$ cat src/rtl/nibble_seq_multiplier_pkg.sv
// Shared types and constants for the radix-16 sequential multiplier.
// The FSM states and the digit width live here.
package nibble_seq_multiplier_pkg;

   localparam int unsigned DIGIT_W = 4;

   typedef enum logic [1:0] {
      ST_IDLE = 2'd0,
      ST_CALC = 2'd1,
      ST_FIX  = 2'd2
   } state_e;

endpackage

$ cat src/rtl/nibble_seq_multiplier_if.sv
// Request/response bundle between the ID/EX operand latch and the multiplier.
// The CPU side is the master and the multiplier is the slave.
interface nibble_seq_multiplier_if #(
   parameter int unsigned WIDTH = 32
);
   logic             start;
   logic             is_signed;
   logic [WIDTH-1:0] op_a;
   logic [WIDTH-1:0] op_b;
   logic             busy;
   logic             done;
   logic [WIDTH-1:0] hi;
   logic [WIDTH-1:0] lo;

   modport master (
      output start, is_signed, op_a, op_b,
      input  busy, done, hi, lo
   );

   modport slave (
      input  start, is_signed, op_a, op_b,
      output busy, done, hi, lo
   );
endinterface

$ cat src/rtl/nibble_pp_gen.sv
// Combinational partial-product generator: multiplicand times one 4-bit digit.
// The WIDTH+4 bit result is exact for every digit value.
module nibble_pp_gen
   import nibble_seq_multiplier_pkg::*;
#(
   parameter int unsigned WIDTH = 32
) (
   input  logic [WIDTH-1:0]         mcand,
   input  logic [DIGIT_W-1:0]       digit,
   output logic [WIDTH+DIGIT_W-1:0] pp
);
   assign pp = {{DIGIT_W{1'b0}}, mcand} * {{WIDTH{1'b0}}, digit};
endmodule

$ cat src/rtl/nibble_seq_multiplier.sv
// Sequential radix-16 multiplier producing HI/LO for MULT/MULTU.
// One multiplier digit per cycle, then a sign-fix step that writes hi/lo and pulses done.
module nibble_seq_multiplier
   import nibble_seq_multiplier_pkg::*;
#(
   parameter int unsigned WIDTH = 32
) (
   input logic                    clk,
   input logic                    rst_n,
   nibble_seq_multiplier_if.slave bus
);
   localparam int unsigned NDIG  = WIDTH / DIGIT_W;
   localparam int unsigned CNT_W = (NDIG > 1) ? $clog2(NDIG) : 1;
   localparam int unsigned P_W   = 2 * WIDTH;
   localparam int unsigned ACC_W = P_W + DIGIT_W;

   state_e                   state_q, state_d;
   logic [WIDTH-1:0]         mcand_q, mplr_q;
   logic                     neg_q;
   logic [P_W-1:0]           acc_q, acc_d, prod;
   logic [CNT_W-1:0]         cnt_q;
   logic [WIDTH-1:0]         hi_q, lo_q;
   logic                     done_q;
   logic [WIDTH+DIGIT_W-1:0] pp;

   function automatic logic [WIDTH-1:0] magnitude(input logic [WIDTH-1:0] v, input logic sgn);
      return (sgn && v[WIDTH-1]) ? -v : v;
   endfunction

   nibble_pp_gen #(.WIDTH(WIDTH)) u_pp_gen (
      .mcand (mcand_q),
      .digit (mplr_q[DIGIT_W-1:0]),
      .pp    (pp)
   );

   // Summed in a 2*WIDTH+4 bit datapath; the running partial product always fits back into 2*WIDTH.
   assign acc_d = P_W'((ACC_W'(acc_q) >> DIGIT_W) + (ACC_W'(pp) << (WIDTH - DIGIT_W)));
   assign prod  = neg_q ? -acc_q : acc_q;

   always_comb begin
      state_d = state_q;
      unique case (state_q)
         ST_IDLE: if (bus.start) state_d = ST_CALC;
         ST_CALC: if (cnt_q == CNT_W'(NDIG - 1)) state_d = ST_FIX;
         ST_FIX:  state_d = ST_IDLE;
         default: state_d = ST_IDLE;
      endcase
   end

   always_ff @(posedge clk or negedge rst_n) begin
      if (!rst_n) state_q <= ST_IDLE;
      else        state_q <= state_d;
   end

   always_ff @(posedge clk or negedge rst_n) begin
      if (!rst_n) begin
         mcand_q <= '0;
         mplr_q  <= '0;
         neg_q   <= 1'b0;
         acc_q   <= '0;
         cnt_q   <= '0;
         hi_q    <= '0;
         lo_q    <= '0;
         done_q  <= 1'b0;
      end else begin
         done_q <= 1'b0;
         unique case (state_q)
            ST_IDLE: begin
               if (bus.start) begin
                  mcand_q <= magnitude(bus.op_a, bus.is_signed);
                  mplr_q  <= magnitude(bus.op_b, bus.is_signed);
                  neg_q   <= bus.is_signed & (bus.op_a[WIDTH-1] ^ bus.op_b[WIDTH-1]);
                  acc_q   <= '0;
                  cnt_q   <= '0;
               end
            end
            ST_CALC: begin
               acc_q  <= acc_d;
               mplr_q <= mplr_q >> DIGIT_W;
               cnt_q  <= cnt_q + CNT_W'(1);
            end
            ST_FIX: begin
               {hi_q, lo_q} <= prod;
               done_q       <= 1'b1;
            end
            default: ;
         endcase
      end
   end

   assign bus.busy = (state_q != ST_IDLE);
   assign bus.done = done_q;
   assign bus.hi   = hi_q;
   assign bus.lo   = lo_q;
endmodule

$ cat src/flat_wrapper.sv
// flat-port wrapper written by rule: the top's interface ports become plain ports
module nibble_seq_multiplier_flat import nibble_seq_multiplier_pkg::*;
#(
   parameter int unsigned WIDTH = 32
)
  (clk, rst_n, bus_start, bus_is_signed, bus_op_a, bus_op_b, bus_busy, bus_done, bus_hi, bus_lo);
  nibble_seq_multiplier_if #(.WIDTH(WIDTH)) bus_i ();
  input logic clk;
  input logic rst_n;
  input wire logic [$bits(bus_i.start)-1:0] bus_start;
  input wire logic [$bits(bus_i.is_signed)-1:0] bus_is_signed;
  input wire logic [$bits(bus_i.op_a)-1:0] bus_op_a;
  input wire logic [$bits(bus_i.op_b)-1:0] bus_op_b;
  output wire logic [$bits(bus_i.busy)-1:0] bus_busy;
  output wire logic [$bits(bus_i.done)-1:0] bus_done;
  output wire logic [$bits(bus_i.hi)-1:0] bus_hi;
  output wire logic [$bits(bus_i.lo)-1:0] bus_lo;
  assign bus_i.start = bus_start;
  assign bus_i.is_signed = bus_is_signed;
  assign bus_i.op_a = bus_op_a;
  assign bus_i.op_b = bus_op_b;
  assign bus_busy = bus_i.busy;
  assign bus_done = bus_i.done;
  assign bus_hi = bus_i.hi;
  assign bus_lo = bus_i.lo;
  nibble_seq_multiplier #(.WIDTH(WIDTH)) u_core (.clk(clk), .rst_n(rst_n), .bus(bus_i));
endmodule
$ cat config.mk
export PLATFORM = sky130hd
export DESIGN_NAME = nibble_seq_multiplier_flat
export DESIGN_NICKNAME = d
export VERILOG_FILES = /design/src/rtl/nibble_seq_multiplier_pkg.sv /design/src/rtl/nibble_seq_multiplier_if.sv /design/src/rtl/nibble_pp_gen.sv /design/src/rtl/nibble_seq_multiplier.sv /design/src/flat_wrapper.sv
export SDC_FILE = /design/constraint.sdc
export NUM_CORES = 1
export LEC_CHECK = 0
export CORE_MARGIN = 4
export CORE_UTILIZATION = 54
export CTS_CLUSTER_DIAMETER = 80
export CTS_CLUSTER_SIZE = 40
export DETAILED_ROUTE_END_ITERATION = 8
export MAX_ROUTING_LAYER = met4
export PLACE_DENSITY = 0.84
export SLEW_MARGIN = 20
export SYNTH_ARGS = -nofsm -noshare
export SYNTH_HDL_FRONTEND = slang
export SYNTH_SLANG_ARGS = --single-unit
export TNS_END_PERCENT = 1
$ cat constraint.sdc
create_clock -name clk -period 13.8 [get_ports clk]
set_input_delay 2.76 -clock clk [delete_from_list [all_inputs] [get_ports clk]]
set_output_delay 2.76 -clock clk [all_outputs]
set_load 0.005 [all_outputs]
==> results of run 1 <==
## sequential cells by signal (all words and copies together) (netlist names), 2 cells and up
register / flops
u_core.mplr_q: 32
u_core.bus.hi: 32
u_core.cnt_q: 3
u_core.acc_q: 64
u_core.bus.lo: 32
u_core.mcand_q: 32
u_core.state_q: 2
## routing by layer
layer | vias to the layer above | GRT usage [%]
li1 | 6434 | -
met1 | 6356 | 33.5
met2 | 399 | 39.7
met3 | 40 | 2.65
met4 | 0 | 4.93
met5 | - | -
## critical path, delay by kind of cell, from the launching register on
kind / cells / cell delay (ns)
flops: 1 / 0.73
xor+xnor: 1 / 0.17
buf+inv: 2 / 0.10
fa+ha+maj: 4 / 1.83
simple gates: 8 / 1.77
compound gates: 12 / 2.29
## metrics by stage
step                      setup slack (ns)  utilization, %  instances  hold WS [ns]  instance area, µm²
final                                 6.77            63.2       2302         0.481               17700
after global routing                  5.97            63.2       2302         0.509               17700
after CTS                             6.84            63.0       2300         0.490               17700
after detailed placement              6.86            60.7       2268         0.470               17000
after global placement                7.01            60.7       2268         0.460               17000
after floorplan                       7.91               -       1839         0.463               15400
## layout by cell type, fill, tap and decap left out, types with 11 or more instances in the layout
master	n
nor4_1	17
and2_1	85
o21a_1	11
nand2_1	306
nand3_1	45
o21ai_0	238
nor2_1	45
o31ai_1	30
a21o_1	28
dfrtp_1	198
inv_1	140
xnor2_1	67
fa_1	61
a22oi_1	28
clkbuf_16	17
clkdlybuf4s50_1	132
or4_1	19
nor3_1	16
nand2b_1	13
xor2_1	113
ha_1	77
a21oi_1	75
o41ai_1	17
## kinds of logic (layout without fill, tap and decap cells)
family / Yosys count / after routing / synth area share (%)
buffers and inverters: 227 / 312 / 5.53
and+or+nand+nor: 604 / 604 / 18.8
DFF: 199 / 199 / 32.2
xor gates and xnor gates: 180 / 180 / 10.2
muxes: 1 / 1 / 0.0648
adders and majority gates: 138 / 138 / 14.1
AOI/OAI and AO/OA: 490 / 490 / 19.0
## cell type report
cell class	count	area, µm²	area share, %
timing repair buffer	140	1430	8.08
tap	378	473	2.67
inverter	140	526	2.97
clock buffer	17	425	2.40
clock inverter	15	235	1.33
multi-input combinational	1413	9640	54.4
sequential	199	4980	28.1
## how the worst max path moves through the flow
stage	start	end	depth (start not counted)
after floorplan	u_core.mplr_q[2]	u_core.acc_q[62]	27
after global placement	u_core.mplr_q[3]	u_core.acc_q[63]	27
after detailed placement	u_core.mplr_q[3]	u_core.acc_q[63]	27
after CTS	u_core.mplr_q[3]	u_core.acc_q[63]	27
after global routing	u_core.mplr_q[2]	u_core.acc_q[63]	27
final	u_core.mplr_q[2]	u_core.acc_q[63]	27
==> results.sh, run 1 <==
export IMPL_synth_cells=1839
export IMPL_antenna_found_initial=0
export IMPL_timing_reg2reg_setup_slack_ns=6.77
export IMPL_synth_warnings=0
export IMPL_hold_viol=0
export IMPL_synthTopCellsByCount="nand2_1, o21ai_0, dfrtp_1"
export IMPL_route_met2_wl_um=17400
export IMPL_numClockSinks=199
export IMPL_ys_types=62
export IMPL_fmaxAchievable_mhz=142
export IMPL_cts_clk_slew_worst_paths_ns=0.09
export IMPL_die_x_um=177
export IMPL_cp_arrival_ns=7.33
export IMPL_wirelength_um=36500
export IMPL_portBuffers=133
export IMPL_clock_latency_ns=0.45
export IMPL_critical_path_class="flop to flop"
export IMPL_drtIter0Drc=1137
export IMPL_maxSlewHeadroom_pct=29.1
export IMPL_drtAntennaViolNets=0
export IMPL_timing_final_crit_share_pct=50.9
export IMPL_slowest_stage="dfrtp_1"
export IMPL_place_congestion=0.913
export IMPL_cts_path_max_buffers=2
export IMPL_ys_seq_area_share_pct=32.2
export IMPL_synthArstFlopShare_pct=100
export IMPL_post_cts_setup_buffers=0
export IMPL_hold_class="flop to flop"
export IMPL_synthFlopType="dfrtp_1"
export IMPL_outcome="finished clean"
export IMPL_ys_ff_latch=199
export IMPL_drc=0
export IMPL_cp_max_fo=33
export IMPL_skew_ns=0.0167
export IMPL_cpPeakStageDelay_ns=0.73
export IMPL_hpwl_um=27200
export IMPL_avgSynthCellArea_um2=8.40
export IMPL_reg2reg_depth=27
export IMPL_cts_tree="built"
export IMPL_dr_max_layer_used="met4"
export IMPL_synth_area_leaders="dfrtp_1, fa_1, o21ai_0"
export IMPL_synth_edff_count=0
export IMPL_vias_per_cell=5.75
export IMPL_grt_max_degree=130
export IMPL_final_fill_count=2373
export IMPL_start_kind="flop"
export IMPL_drive_above_1_share_pct=3.07
export IMPL_cts_inserted_buffers=17
export IMPL_start_util_pct=55.1
export IMPL_grt_pass1_wl_um=62200
export IMPL_holdBufCountCts=0
export IMPL_die_area_um2=31400
export IMPL_setup_viol=0
export IMPL_wl_met3_um=1870
export IMPL_grt_setup_unrepaired="no"
export IMPL_wl_per_cell_um=15.9
export IMPL_worst_pin_slew_ns=1.06
export IMPL_pin_count=134
export IMPL_design_core_area_um2=28000
export IMPL_rows=61
export IMPL_nNetsFinal=2117
export IMPL_track_usage_pct=24.4
export IMPL_final_max_slew_viol_count=0
export IMPL_cpMostUsedCell="o21ai_0"
export IMPL_area_growth_pct=14.7
export IMPL_dr_pass1_iters=5
export IMPL_rr_endpoint="u_core.acc_q[63]"
export IMPL_synth_top_area_cell="dfrtp_1"
export IMPL_wl_met1_um=16800
export IMPL_min_path_cells=2
export IMPL_critPathRequiredTime_ns=14.10
export IMPL_yosysMostFrequentCell="nand2_1"
export IMPL_setup_tns_ns=0
export IMPL_fin_crit_ns=7.03
export IMPL_cts_resized=0
export IMPL_min_from="u_core.bus.lo[4]"
export IMPL_syn_num_nets=2045
export IMPL_htreeDepth=4
export IMPL_diodes=0
export IMPL_die_h_um=177
export IMPL_cts_root_buf="clkbuf_16"
export IMPL_endpoint_kind="flop"
export IMPL_grt_pass1_vias=12800
export IMPL_maxCapViolCount=0
export IMPL_synth_top_area_share_pct=32.2
export IMPL_crit_reg2reg_launch="u_core.mplr_q[2]"
export IMPL_hold_end="u_core.bus.lo[4]"
export IMPL_overflow=0
export IMPL_syn_cell_area_um2=15400
export IMPL_routed_via_count=13200
Power of run 1 is left out: the tool's default activity adds up to more than one toggle a clock period on the data nets, which glitch-free logic cannot reach.
==> run 2, diff against run 1 <==
==> constraint.sdc (replaced) <==
create_clock -name clk -period 6.7 [get_ports clk]
set_input_delay 1.34 -clock clk [delete_from_list [all_inputs] [get_ports clk]]
set_output_delay 1.34 -clock clk [all_outputs]
set_load 0.005 [all_outputs]
==> run 2 against run 1 <==
  * Setup slack worse by 6.3 ns
  * Core utilization up 0.29 points
  * Count of clock-buffer cells in the layout is the same
  * Non-clock buffer count grew 9
  * Critical path depth up 3
  * Critical path type unchanged
  * Critical endpoint unchanged
==> results.sh, run 2 (synthesized netlist as in run 1, its figures left out) <==
export IMPL_outcome="finished clean"
export IMPL_slowest_stage="fa_1"
export IMPL_clock_latency_ns=0.44
export IMPL_setup_tns_ns=0
export IMPL_hold_end="u_core.bus.lo[17]"
export IMPL_hold_class="flop to flop"
export IMPL_setup_viol=0
export IMPL_numClockSinks=199
export IMPL_drc=0
export IMPL_hold_viol=0
export IMPL_vias_per_cell=5.65
export IMPL_htreeDepth=4
export IMPL_registers_top_by_ff_count="u_core.acc_q"
export IMPL_timing_final_crit_share_pct=93.5
export IMPL_min_from="u_core.bus.lo[17]"
export IMPL_start_util_pct=55.1
export IMPL_grt_pass1_wl_um=61100
export IMPL_timing_reg2reg_setup_slack_ns=0.44
export IMPL_area_growth_pct=15.2
export IMPL_design_core_area_um2=28000
export IMPL_holdBufCountCts=0
export IMPL_fmaxAchievable_mhz=160
export IMPL_hpwl_um=27300
export IMPL_stdcell_count=2311
export IMPL_rows=61
export IMPL_critical_path_class="flop to flop"
export IMPL_endpoint_kind="flop"
export IMPL_grt_setup_unrepaired="no"
export IMPL_die_x_um=177
export IMPL_grt_pass1_vias=12700
export IMPL_cp_max_fo=20
export IMPL_drive_above_1_share_pct=3.83
export IMPL_worst_pin_slew_ns=1.04
export IMPL_die_h_um=177
export IMPL_layout_commonest_cell="nand2_1"
export IMPL_reg2reg_depth=30
export IMPL_final_fill_count=2360
export IMPL_cts_path_max_buffers=2
export IMPL_multiInputGateArea_um2=9650
export IMPL_fin_util_pct=63.5
export IMPL_portBuffers=133
export IMPL_rr_endpoint="u_core.acc_q[63]"
export IMPL_cpPeakStageDelay_ns=0.53
export IMPL_wl_per_cell_um=15.6
export IMPL_whs_ns=0.483
export IMPL_seqCellArea_um2=4980
export IMPL_largest_reg_flops=64
export IMPL_post_cts_setup_buffers=0
export IMPL_layout_common_cells="nand2_1, o21ai_0, dfrtp_1"
export IMPL_maxCapViolCount=0
export IMPL_start_kind="flop"
export IMPL_maxSlewHeadroom_pct=30.0
export IMPL_die_area_um2=31400
export IMPL_min_path_cells=2
export IMPL_final_max_slew_viol_count=0
export IMPL_antenna_found_initial=0
export IMPL_cts_root_buf="clkbuf_16"
export IMPL_skew_ns=0.0146
export IMPL_cts_inserted_buffers=17
export IMPL_cp_arrival_ns=6.56
export IMPL_wirelength_um=36100
export IMPL_crit_start="u_core.mplr_q[3]"
export IMPL_track_usage_pct=23.9
export IMPL_place_congestion=0.927
export IMPL_diodes=0
export IMPL_crit_reg2reg_launch="u_core.mplr_q[3]"
export IMPL_dr_pass1_iters=6
export IMPL_drtIter0Drc=1081
export IMPL_nNetsFinal=2126
export IMPL_fin_crit_ns=6.26
export IMPL_routed_via_count=13100
export IMPL_post_place_cells=2277
export IMPL_overflow=0
export IMPL_cts_clk_slew_worst_paths_ns=0.09
export IMPL_cts_tree="built"
export IMPL_drtAntennaViolNets=0
export IMPL_critPathRequiredTime_ns=7.00
export IMPL_pin_count=134
export IMPL_grt_max_degree=130
==> run 2: what timing repair did <==
action,4_1_cts,5_1_grt
setup endpoints to repair,0,6
gates resized for setup,0,10
hold endpoints to repair,0,0
==> run 2: how the worst max path moves through the flow <==
stage | slack (ns) | endpoint | depth (start not counted)
2_1_floorplan | 0.81 | u_core.acc_q[62] | 27
3_3_place_gp | 0.26 | u_core.acc_q[62] | 28
3_5_place_dp | 0.22 | u_core.acc_q[62] | 28
4_1_cts | 0.18 | u_core.acc_q[62] | 28
5_1_grt | 0.03 | u_core.acc_q[63] | 30
6_report | 0.44 | u_core.acc_q[63] | 30
==> run 2: critical path: cells and delay by family, from the launching register on <==
family	cells	cell delay [ns]
buffers and inverters	5	0.64
AOI/OAI and AO/OA	12	1.99
DFF	1	0.49
adders and majority gates	4	1.80
and+or+nand+nor	7	0.93
xor gates and xnor gates	2	0.28
==> run 2: metrics by stage <==
| stage | worst slack (ns) | cell area (µm²) |
|---|---|---|
| 2_1_floorplan | 0.808 | 15400 |
| 3_3_place_gp | 0.257 | 17100 |
| 3_5_place_dp | 0.222 | 17100 |
| 4_1_cts | 0.180 | 17700 |
| 5_1_grt | 0.0290 | 17800 |
| 6_report | 0.436 | 17800 |
==> run 2: area by class of cell <==
cell class                      count  area share, %
Clock buffer                       17           2.39
Clock inverter                     15           1.35
Inverter                          140           2.95
Multi-Input combinational cell   1413           54.3
Sequential cell                   199           28.0
Tap cell                          378           2.66
Timing Repair Buffer              149           8.36
==> run 2: routing by layer <==
metal	routed length, µm	track usage (%)
met3	1870	2.52
met2	16800	38.6
met1	17200	33.2
met5	0	-
met4	250	4.48
Power of run 2 is left out for the same reason.
==> run 3, diff against run 2 <==
--- a/config.mk
+++ b/config.mk
@@ -5,6 +5,7 @@
 export SDC_FILE = /design/constraint.sdc
 export NUM_CORES = 1
 export LEC_CHECK = 0
+export ABC_AREA = 1
 export CORE_MARGIN = 4
 export CORE_UTILIZATION = 54
 export CTS_CLUSTER_DIAMETER = 80
==> run 3 against run 2 <==
  * Register-to-register slack better by 0.66 ns
  * Critical endpoint unchanged
  * First-iteration DRC count is 30% higher
  * Global-route usage is 4.8 points higher
  * Count of clock-buffer cells in the layout stayed put
  * Critical path type unchanged
  * Critical path depth is 3 lower
  * Non-clock buffer count is 1 lower
==> results.sh, run 3 <==
export IMPL_grt_setup_unrepaired="no"
export IMPL_hold_viol=0
export IMPL_cts_inserted_buffers=17
export IMPL_setup_viol=0
export IMPL_top_usage_layer="met2"
export IMPL_overflow=0
export IMPL_final_max_slew_viol_count=0
export IMPL_hpwl_um=37300
export IMPL_drive_above_1_share_pct=3.57
export IMPL_fmaxAchievable_mhz=178
export IMPL_whs_ns=0.483
export IMPL_layout_commonest_cell="nand2_1"
export IMPL_area_growth_pct=13.2
export IMPL_grt_max_degree=83
export IMPL_synth_warnings=0
export IMPL_pin_count=134
export IMPL_layout_common_cells="nand2_1, inv_1, nor2_1"
export IMPL_routed_via_count=16300
export IMPL_grt_met1_usage_pct=37.8
export IMPL_ys_types=57
export IMPL_cts_path_max_buffers=2
export IMPL_synth_edff_count=0
export IMPL_numClockSinks=199
export IMPL_syn_num_nets=2648
export IMPL_cts_root_buf="clkbuf_16"
export IMPL_timing_final_crit_share_pct=83.7
export IMPL_synth_top_area_share_pct=29.2
export IMPL_drc=0
export IMPL_largest_reg_flops=64
export IMPL_synthFlopType="dfrtp_1"
export IMPL_hold_class="flop to flop"
export IMPL_die_h_um=186
export IMPL_htreeDepth=4
export IMPL_holdBufCountCts=0
export IMPL_wirelength_um=47400
export IMPL_start_util_pct=55.3
export IMPL_avgSynthCellArea_um2=6.98
export IMPL_die_area_um2=34500
export IMPL_ys_ff_latch=199
export IMPL_portBuffers=133
export IMPL_cts_resized=0
export IMPL_track_usage_pct=28.7
export IMPL_drtAntennaViolNets=0
export IMPL_design_core_area_um2=30800
export IMPL_critPathRequiredTime_ns=7.09
export IMPL_wl_per_cell_um=16.1
export IMPL_outcome="finished clean"
export IMPL_grt_use_met2_pct=46.6
export IMPL_cp_max_fo=33
export IMPL_cts_clk_slew_worst_paths_ns=0.09
export IMPL_synthTopCellsByCount="nand2_1, inv_1, nor2_1"
export IMPL_ys_seq_area_share_pct=29.2
export IMPL_grt_pass1_wl_um=78300
export IMPL_dr_pass1_iters=6
export IMPL_yosysMostFrequentCell="nand2_1"
export IMPL_start_kind="flop"
export IMPL_critical_path_class="flop to flop"
export IMPL_nNetsFinal=2743
export IMPL_final_fill_count=2802
export IMPL_clock_latency_ns=0.45
export IMPL_synthArstFlopShare_pct=100
export IMPL_rows=64
export IMPL_registers_top_by_ff_count="u_core.acc_q"
export IMPL_reg2reg_depth=27
export IMPL_die_x_um=186
export IMPL_cts_tree="built"
export IMPL_skew_ns=0.0121
export IMPL_diodes=0
export IMPL_post_cts_setup_buffers=0
export IMPL_maxSlewHeadroom_pct=27.5
export IMPL_antenna_found_initial=0
export IMPL_setup_tns_ns=0
export IMPL_syn_cell_area_um2=17000
export IMPL_synth_cells=2442
export IMPL_cp_arrival_ns=6.00
export IMPL_place_congestion=0.931
export IMPL_maxCapViolCount=0
export IMPL_worst_pin_slew_ns=1.09
export IMPL_drtIter0Drc=1404
export IMPL_synth_top_area_cell="dfrtp_1"
export IMPL_endpoint_kind="flop"
export IMPL_grt_pass1_vias=15800
export IMPL_synth_area_leaders="dfrtp_1, nand2_1, inv_1"
export IMPL_fin_crit_ns=5.61
export IMPL_min_path_cells=2
export IMPL_vias_per_cell=5.53
export IMPL_gr_usage_met3_pct=3.40
-- run 3: cell type report --
class                   count  area, µm²  area share, %
multi-input cells        1776      10300           53.3
clock inverters            15        173          0.896
well taps                 396        495           2.57
flip-flops and latches    199       4980           25.8
repair buffers            148       1450           7.53
inverters                 395       1480           7.69
clock buffers              17        425           2.21
-- run 3: routing by layer --
metal,wire length (µm),part of all wire (%)
met1,21400,45
met4,1380,2.9
met3,2620,5.5
met2,22000,46
met5,0,0
-- run 3: path summary, 6_finish.rpt --
| kind | from | to | slack (ns) |
|---|---|---|---|
| worst max-delay path | u_core.mplr_q[1] | u_core.acc_q[63] | 1.09 |
| worst min-delay path | u_core.bus.hi[29] | u_core.bus.hi[29] | 0.48 |
| worst max register to register | u_core.mplr_q[1] | u_core.acc_q[63] | 1.09 |
| worst min register to register | u_core.bus.hi[29] | u_core.bus.hi[29] | 0.48 |
| max in group asynchronous | rst_n | u_core.bus.hi[18] | 4.68 |
| min in group asynchronous | rst_n | u_core.bus.lo[16] | 0.85 |
-- run 3: through the flow --
stage | setup WS (ns) | util (%) | cell area [µm²] | cells
detailed placement | 1.10 | 60.6 | 18700 | 2914
global placement | 1.28 | 60.6 | 18700 | 2914
CTS | 1.08 | 62.5 | 19300 | 2946
global route | 0.543 | 62.5 | 19300 | 2946
finish | 1.09 | 62.5 | 19300 | 2946
floorplan | 1.96 | - | 17000 | 2442
-- run 3: kinds of logic after synthesis --
logic type,after synthesis,share of synthesized area (%)
AOI/OAI and AO/OA,428,14.5
xor gates and xnor gates,119,6.12
adders and majority gates,138,12.8
buffers and inverters,467,10.5
DFF,199,29.2
and+or+nand+nor,1091,26.8
-- run 3: worst max-delay path, stage by stage (launching register included) --
cell and delay [ns]:
dfrtp_1 1.07, nand2_1 0.18, fa_1 0.53, fa_1 0.54
inv_1 0.07, fa_1 0.46, nand2_1 0.10, inv_1 0.06
nand2_1 0.05, nand3_1 0.10, nand2_1 0.08, nand2_1 0.09
nand3_1 0.08, nand2_1 0.06, xor2_1 0.15, ha_1 0.36
nand2_1 0.11, nor2_1 0.20, nand4_1 0.11, o21ai_0 0.47
nand2_1 0.10, nand2_1 0.11, nand3_1 0.12, nand2_1 0.10
nand2_1 0.05, nand2_1 0.06, nand3_1 0.06, nand2_1 0.08
Power of run 3 is left out for the same reason.
